`src/rtl/ex_muldiv.sv`:
```
// rtl/ex_muldiv.sv - EX-stage multi-cycle multiply/divide unit with HI/LO registers
module ex_muldiv #(
    parameter int DATA_W  = 32,
    parameter int MUL_LAT = 2
) (
    input  logic              clk,
    input  logic              rst,
    input  logic              start_i,
    input  logic [2:0]        op_i,
    input  logic [DATA_W-1:0] opnd1_i,
    input  logic [DATA_W-1:0] opnd2_i,
    input  logic              flush_i,
    output logic              stallreq_o,
    output logic              done_o,
    output logic [DATA_W-1:0] hi_o,
    output logic [DATA_W-1:0] lo_o
);
    localparam int CNT_W    = $clog2(DATA_W + 1);
    localparam int MUL_LAST = (MUL_LAT > 1) ? MUL_LAT - 2 : 0;

    localparam logic [2:0] OP_MULT  = 3'b001;
    localparam logic [2:0] OP_MULTU = 3'b010;
    localparam logic [2:0] OP_DIV   = 3'b011;
    localparam logic [2:0] OP_DIVU  = 3'b100;
    localparam logic [2:0] OP_MTHI  = 3'b101;
    localparam logic [2:0] OP_MTLO  = 3'b110;

    typedef enum logic [1:0] {S_IDLE, S_MUL, S_DIV, S_FINISH} state_t;

    state_t              state_q, state_d;
    logic [DATA_W-1:0]   hi_q, hi_d, lo_q, lo_d;
    logic [CNT_W-1:0]    count_q, count_d;
    logic [DATA_W-1:0]   rem_q, rem_d, quot_q, quot_d, dvsr_q, dvsr_d;
    logic                q_neg_q, q_neg_d, r_neg_q, r_neg_d, is_mul_q, is_mul_d;
    logic [2*DATA_W-1:0] mul_pipe_q [MUL_LAT];
    logic [2*DATA_W-1:0] mul_pipe_d [MUL_LAT];

    logic                is_mul_op, is_div_op, a_neg, b_neg;
    logic [DATA_W-1:0]   a_mag, b_mag, quot_fix, rem_fix;
    logic [2*DATA_W-1:0] mul_a, mul_b, product, mul_res;
    logic [DATA_W:0]     rem_shift, rem_diff;

    always_comb begin
        is_mul_op = start_i && (op_i == OP_MULT || op_i == OP_MULTU);
        is_div_op = start_i && (op_i == OP_DIV || op_i == OP_DIVU);
        a_neg     = (op_i == OP_DIV) && opnd1_i[DATA_W-1];
        b_neg     = (op_i == OP_DIV) && opnd2_i[DATA_W-1];
        a_mag     = a_neg ? -opnd1_i : opnd1_i;
        b_mag     = b_neg ? -opnd2_i : opnd2_i;
        mul_a     = {{DATA_W{(op_i == OP_MULT) && opnd1_i[DATA_W-1]}}, opnd1_i};
        mul_b     = {{DATA_W{(op_i == OP_MULT) && opnd2_i[DATA_W-1]}}, opnd2_i};
        product   = mul_a * mul_b;
        mul_res   = mul_pipe_q[MUL_LAT-1];
        quot_fix  = q_neg_q ? -quot_q : quot_q;
        rem_fix   = r_neg_q ? -rem_q : rem_q;
        // Restoring step: shift next dividend bit into the partial remainder, subtract if it fits
        rem_shift = {rem_q, quot_q[DATA_W-1]};
        rem_diff  = rem_shift - {1'b0, dvsr_q};

        stallreq_o = !flush_i && ((state_q == S_IDLE && (is_mul_op || is_div_op)) ||
                                  state_q == S_MUL || state_q == S_DIV);
        done_o     = !flush_i && (state_q == S_FINISH);

        state_d  = state_q;
        hi_d     = hi_q;
        lo_d     = lo_q;
        count_d  = count_q;
        rem_d    = rem_q;
        quot_d   = quot_q;
        dvsr_d   = dvsr_q;
        q_neg_d  = q_neg_q;
        r_neg_d  = r_neg_q;
        is_mul_d = is_mul_q;
        mul_pipe_d[0] = mul_pipe_q[0];
        for (int i = 1; i < MUL_LAT; i++) mul_pipe_d[i] = mul_pipe_q[i-1];

        if (flush_i) begin
            state_d = S_IDLE;
        end else begin
            case (state_q)
                S_IDLE: begin
                    if (start_i) begin
                        count_d = '0;
                        case (op_i)
                            OP_MTHI: hi_d = opnd1_i;
                            OP_MTLO: lo_d = opnd1_i;
                            OP_MULT, OP_MULTU: begin
                                mul_pipe_d[0] = product;
                                is_mul_d      = 1'b1;
                                state_d       = (MUL_LAT > 1) ? S_MUL : S_FINISH;
                            end
                            OP_DIV, OP_DIVU: begin
                                is_mul_d = 1'b0;
                                if (opnd2_i == '0) begin
                                    rem_d   = opnd1_i;
                                    quot_d  = '1;
                                    q_neg_d = 1'b0;
                                    r_neg_d = 1'b0;
                                    state_d = S_FINISH;
                                end else begin
                                    rem_d   = '0;
                                    quot_d  = a_mag;
                                    dvsr_d  = b_mag;
                                    q_neg_d = a_neg ^ b_neg;
                                    r_neg_d = a_neg;
                                    state_d = S_DIV;
                                end
                            end
                            default: ;
                        endcase
                    end
                end
                S_MUL: begin
                    if (count_q == CNT_W'(MUL_LAST)) state_d = S_FINISH;
                    else count_d = count_q + 1'b1;
                end
                S_DIV: begin
                    if (!rem_diff[DATA_W]) begin
                        rem_d  = rem_diff[DATA_W-1:0];
                        quot_d = {quot_q[DATA_W-2:0], 1'b1};
                    end else begin
                        rem_d  = rem_shift[DATA_W-1:0];
                        quot_d = {quot_q[DATA_W-2:0], 1'b0};
                    end
                    if (count_q == CNT_W'(DATA_W - 1)) state_d = S_FINISH;
                    else count_d = count_q + 1'b1;
                end
                S_FINISH: begin
                    if (is_mul_q) begin
                        hi_d = mul_res[2*DATA_W-1:DATA_W];
                        lo_d = mul_res[DATA_W-1:0];
                    end else begin
                        hi_d = rem_fix;
                        lo_d = quot_fix;
                    end
                    state_d = S_IDLE;
                end
                default: state_d = S_IDLE;
            endcase
        end
    end

    always_ff @(posedge clk) begin
        if (rst) begin
            state_q  <= S_IDLE;
            hi_q     <= '0;
            lo_q     <= '0;
            count_q  <= '0;
            rem_q    <= '0;
            quot_q   <= '0;
            dvsr_q   <= '0;
            q_neg_q  <= 1'b0;
            r_neg_q  <= 1'b0;
            is_mul_q <= 1'b0;
            for (int i = 0; i < MUL_LAT; i++) mul_pipe_q[i] <= '0;
        end else begin
            state_q  <= state_d;
            hi_q     <= hi_d;
            lo_q     <= lo_d;
            count_q  <= count_d;
            rem_q    <= rem_d;
            quot_q   <= quot_d;
            dvsr_q   <= dvsr_d;
            q_neg_q  <= q_neg_d;
            r_neg_q  <= r_neg_d;
            is_mul_q <= is_mul_d;
            for (int i = 0; i < MUL_LAT; i++) mul_pipe_q[i] <= mul_pipe_d[i];
        end
    end

    assign hi_o = hi_q;
    assign lo_o = lo_q;
endmodule

```
`config.mk`:
```
export PLATFORM = sky130hd
export DESIGN_NAME = ex_muldiv
export DESIGN_NICKNAME = d
export VERILOG_FILES = /design/src/rtl/ex_muldiv.sv
export SDC_FILE = /design/constraint.sdc
export NUM_CORES = 2
export LEC_CHECK = 0
export CAP_MARGIN = 20
export CORE_MARGIN = 4
export CORE_UTILIZATION = 60
export DETAILED_ROUTE_END_ITERATION = 10
export DONT_BUFFER_PORTS = 1
export PLACE_DENSITY = 0.87
export SKIP_LAST_GASP = 1
export SLEW_MARGIN = 20
export SYNTH_ARGS = -nofsm -noshare
export SYNTH_HDL_FRONTEND = slang
export SYNTH_SLANG_ARGS = --single-unit
```
`constraint.sdc`:
```
create_clock -name clk -period 23.5 [get_ports clk]
set_input_delay 4.7 -clock clk [delete_from_list [all_inputs] [get_ports clk]]
set_output_delay 4.7 -clock clk [all_outputs]
set_load 0.02 [all_outputs]
```
Word level (Yosys, flattened, before mapping)
Memories as Yosys holds them, arrays and structs flattened.
Index checks and enable logic that the tools add are counted.
{"block": "word_totals", "regBits": 171, "latchBits": 0, "ram_bits": 128, "romBits": 0, "inputBits": 71, "output_inout_bits": 66, "n_memories": 1}
{"memory": "mul_pipe_q", "words": 2, "width": 64, "read_ports": 2, "rd_ports_with_merged_regs": 0, "wr": 2, "line_no": "35", "source": "logic [2*DATA_W-1:0] mul_pipe_q [MUL_LAT];"}
{"block": "classes", "addsub": 6, "mul": 1, "n_div": 0, "n_lt_le_gt_ge": 0, "eq_ne": 19, "n_shift": 0, "n_mux": 44, "bitwise_logic": 5, "reduce_logical": 33}
{"cell": "32-bit two-way mux", "count": 17}
{"cell": "64-bit two-way mux", "count": 6}
{"cell": "32-bit case mux with 2 select lines", "count": 4}
{"cell": "32-bit negation", "count": 4}
{"cell": "33-bit by 33-bit multiplier with 64-bit output", "count": 1}
{"cell": "33-bit by 32-bit subtractor with 33-bit output", "count": 1}
{"cell": "32-bit logical NOT", "count": 1}
{"cell": "4-bit AND reduction", "count": 6}
{"cell": "6-bit two-way mux", "count": 3}
{"cell": "6-bit case mux with 3 select lines", "count": 1}
{"cell": "2-bit by 1-bit != test with 1-bit output, second input constant", "count": 5}
{"cell": "5-bit AND reduction", "count": 2}
{"cell": "3-bit equality test, second input constant", "count": 3}
{"cell": "1-bit logical AND", "count": 9}
{"cell": "2-bit case mux with 4 select lines", "count": 1}
{"cell": "1-bit two-way mux", "count": 7}
{"cell": "6-bit by 1-bit adder with 6-bit output, second input constant", "count": 1}
{"cell": "3-bit by 2-bit equality test with 1-bit output, second input constant", "count": 2}
{"cell": "6-bit by 5-bit equality test with 1-bit output, second input constant", "count": 1}
{"cell": "6-bit logical NOT", "count": 1}
{"cell": "2-bit two-way mux", "count": 3}
{"cell": "2-bit != test, second input constant", "count": 3}
{"cell": "2-bit nonzero test", "count": 3}
{"cell": "2-bit OR reduction", "count": 3}
{"cell": "13 further kinds", "count": 20}

Logic depth before layout (Yosys ltp)
{"block": "depth", "ltp_word": 8, "depth_mapped": 33}

Worst setup path after synthesis
OpenSTA, ideal clock, no wires.
{"block": "synth_timing", "path_type": "in2reg", "from": "input port op_i[2]", "to": "memory mul_pipe_q[0][62] in the netlist's numbering", "t_arrival_ns": 13.022, "required_ns": 23.425, "path_slack_ns": 10.404, "cell_stages": 33, "path_cell_list": "clkbuf_1 > nor3b_1 > clkbuf_1 > and2_1 > clkbuf_1 > nand2_1 > inv_1 > fa_1 > inv_1 > fa_1 > inv_1 > fa_1 > fa_1 > inv_1 > fa_1 > inv_1 > fa_1 > inv_1 > fa_1 > fa_1 > inv_1 > ha_1 > clkbuf_1 > nand4_1 > nor4_1 > a22o_1 > a211oi_1 > o21ai_0 > a21oi_1 > o31ai_1 > a31oi_1 > xor2_1 > o21ai_0"}
{"element": "start, declared", "line_no": "9", "source": "input logic [2:0] op_i,"}
{"element": "end, declared", "line_no": "35"}

==> qor.yml <==
endpoint_kind: "register"
syn-num-nets: 7823
drive_gt1_frac: 0.0189
cts_tree: "built"
area_growth_pct: 2.05
critPathBufInv: 8
synth_edf_count: 0
drtIter0Drc: 5159
fin_nets: 7459
ys.flop_type: "dfxtp_1"
post_cts_buffers: 0
path_max_fanout: 21
yosys_warnings: 0
numCtsBuffers: 31
crit_type: "input port to register"
grt_pass1_wl_mm: 257
drt-total-wl_mm: 163
slew_viol_final: 0
arrival_ps: 14200
vias: 44500
fin_skew_ps: 15.8
dp_hpwl_mm: 118
numClockSinks: 299
postCtsHoldBufs: 0
setup_tns_ps: 0
max_slew_margin: 0.312
htreeDepth: 1
cts_root_buf: "clkbuf_16"
rsz0062_at_grt: "false"
setup_viol: 0
finalNonFillerCells: 7203
ys_seq_area_frac: 0.110
yosys-top-cells-count: "inv_1 (1225), fa_1 (1126), nand2_1 (1089)"
outcome: "complete, no violations"
regToRegStartpoint: "quot_q[31]$_SDFFE_PP0P_"
yosysTopAreaCellShare: 0.416
yosysMostFrequentCell: "inv_1"
num_io_pins: 137
synthTopCellsByArea: "fa_1 (42%), dfxtp_1 (11%), inv_1 (8.5%)"
synthCells: 6371
crit_start: "op_i[1]"
slowest_delay_ps: 910
drc: 0
io_buffers: 0
via_per_inst: 6.17
die_w_um: 309
dr.pass1.iters: 6
clkLatencyLatePin_ps: 570
die_h_um: 309
final_core_util: 0.621
antenna_found_initial: 9
fin_hold_ws_ps: 448
hp-class: "register to register"
grt_pass1_vias: 46600
track_usage: 0.347
fin_crit_sh: 0.583
synthArstFlopShare: 0
dieArea_mm2: 0.0952
gp_congestion: 0.976
required_ps: 24000
synth_area_mm2: 0.0542
gr-total-overflow: 0
fill_cells: 7122
hold_start: "mul_pipe_q[0][47]$_SDFFE_PP0P_"
synth_cell_type_count: 73
cp_top_family: "adder cells"
drv_cap: 0
crit_top_cell: "fa_1"
synth-seq-cells: 299
ctsResizeCount: 0
slowest_stage: "fa_1"
avgSynthCellArea_um2: 8.51
grt_max_degree: 285
antenna_left: 0
yosysTopAreaCell: "fa_1"
fmax_mhz: 73.0
core_mm2: 0.0891
worst_pin_slew_ps: 1020
wl_per_cell_um: 22.7
clkTransAtPathRegs_ps: 60
fin_crit_ps: 13700
dp_cells: 7139
std_cell_rows: 109
start_util: 0.609
final-hold-violation-count: 0
clockBufferDepth: 3
start_kind: "input port"
[logic make-up (layout without fill, tap and decap cells)]
family	Yosys count	count (layout)	share of synthesized area
simple gates	2027	2027	0.169
buf+inv	1642	1302	0.114
fa+ha+maj	1381	1381	0.475
compound gates	783	783	0.0933
flops	299	299	0.110
xor+xnor	225	225	0.0364
mux	14	14	0.00259
other cells	0	7	0
[layout make-up]
type                       count  area [um^2]  area share
antenna                        7         17.5    0.000317
clock buffer                  44          875      0.0158
clock inverter                13          124     0.00224
inverter                    1226         4600      0.0832
multi-input combinational   4430        42100       0.761
sequential                   299         5990       0.108
tap                         1165         1460      0.0264
timing repair buffer          19          143     0.00258
[metal layers]
layer | up-vias | GRT usage | routed length [um]
li1 | 18600 | - | -
met1 | 22000 | 0.427 | 55900
met2 | 3070 | 0.551 | 74200
met3 | 779 | 0.0992 | 21200
met4 | 8 | 0.201 | 12000
met5 | - | 0 | 52
[cell usage in the layout (no fill, tap or decap), drive strengths merged, types with 23 or more instances in the layout]
| cell | count |
|---|---|
| a21oi | 251 |
| fa | 1126 |
| a31oi | 31 |
| and2 | 286 |
| nor2 | 318 |
| or3 | 23 |
| inv | 1226 |
| xnor2 | 122 |
| ha | 255 |
| nand2b | 37 |
| a211oi | 71 |
| o31ai | 36 |
| a21o | 37 |
| and3 | 27 |
| xor2 | 103 |
| nand2 | 1089 |
| nor3 | 39 |
| nand3 | 42 |
| dfxtp | 299 |
| o21ai | 143 |
| nor2b | 75 |
| a311oi | 61 |
| a221oi | 30 |
| clkbuf | 44 |
[worst register-to-register path: stages, from the launching register on]
cell and delay, ps:
dfxtp_1 390, inv_1 200, ha_1 240, fa_1 250
nor2b_1 80, o31ai_1 490, a211oi_1 240, o211ai_1 330
a21oi_1 250, o21ba_2 290, nor3_2 620, nor2_1 260
buf_4 300, a311oi_1 370, a211oi_1 120
[state kept, by name (all words and copies together) (netlist names)]
register / count
is_mul_q: 1
rem_q: 32
mul_pipe_q: 128
quot_q: 32
count_q: 6
hi_o: 32
state_q: 2
q_neg_q: 1
dvsr_q: 32
r_neg_q: 1
lo_o: 32
[path summary, 6_finish.rpt]
| check | end | slack (ps) | depth (start not counted) |
|---|---|---|---|
| worst max-delay path | mul_pipe_q[0][62]$_SDFFE_PP0P_ | 9800 | 30 |
| worst min-delay path | mul_pipe_q[0][47]$_SDFFE_PP0P_ | 450 | 2 |
| worst max register to register | rem_q[28]$_SDFFE_PP0P_ | 18910 | 14 |
| worst min register to register | mul_pipe_q[0][47]$_SDFFE_PP0P_ | 450 | 2 |
[through the flow]
stage	setup slack [ps]	cell area, um^2
2_1_floorplan	10400	54200
4_1_cts	9960	55300
3_5_place_dp	9390	54300
5_1_grt	9350	55300
3_3_place_gp	9740	54300
6_report	9800	55300
Power is left out: the tool's default activity adds up to more than one toggle a clock period on the data nets, which glitch-free logic cannot reach.
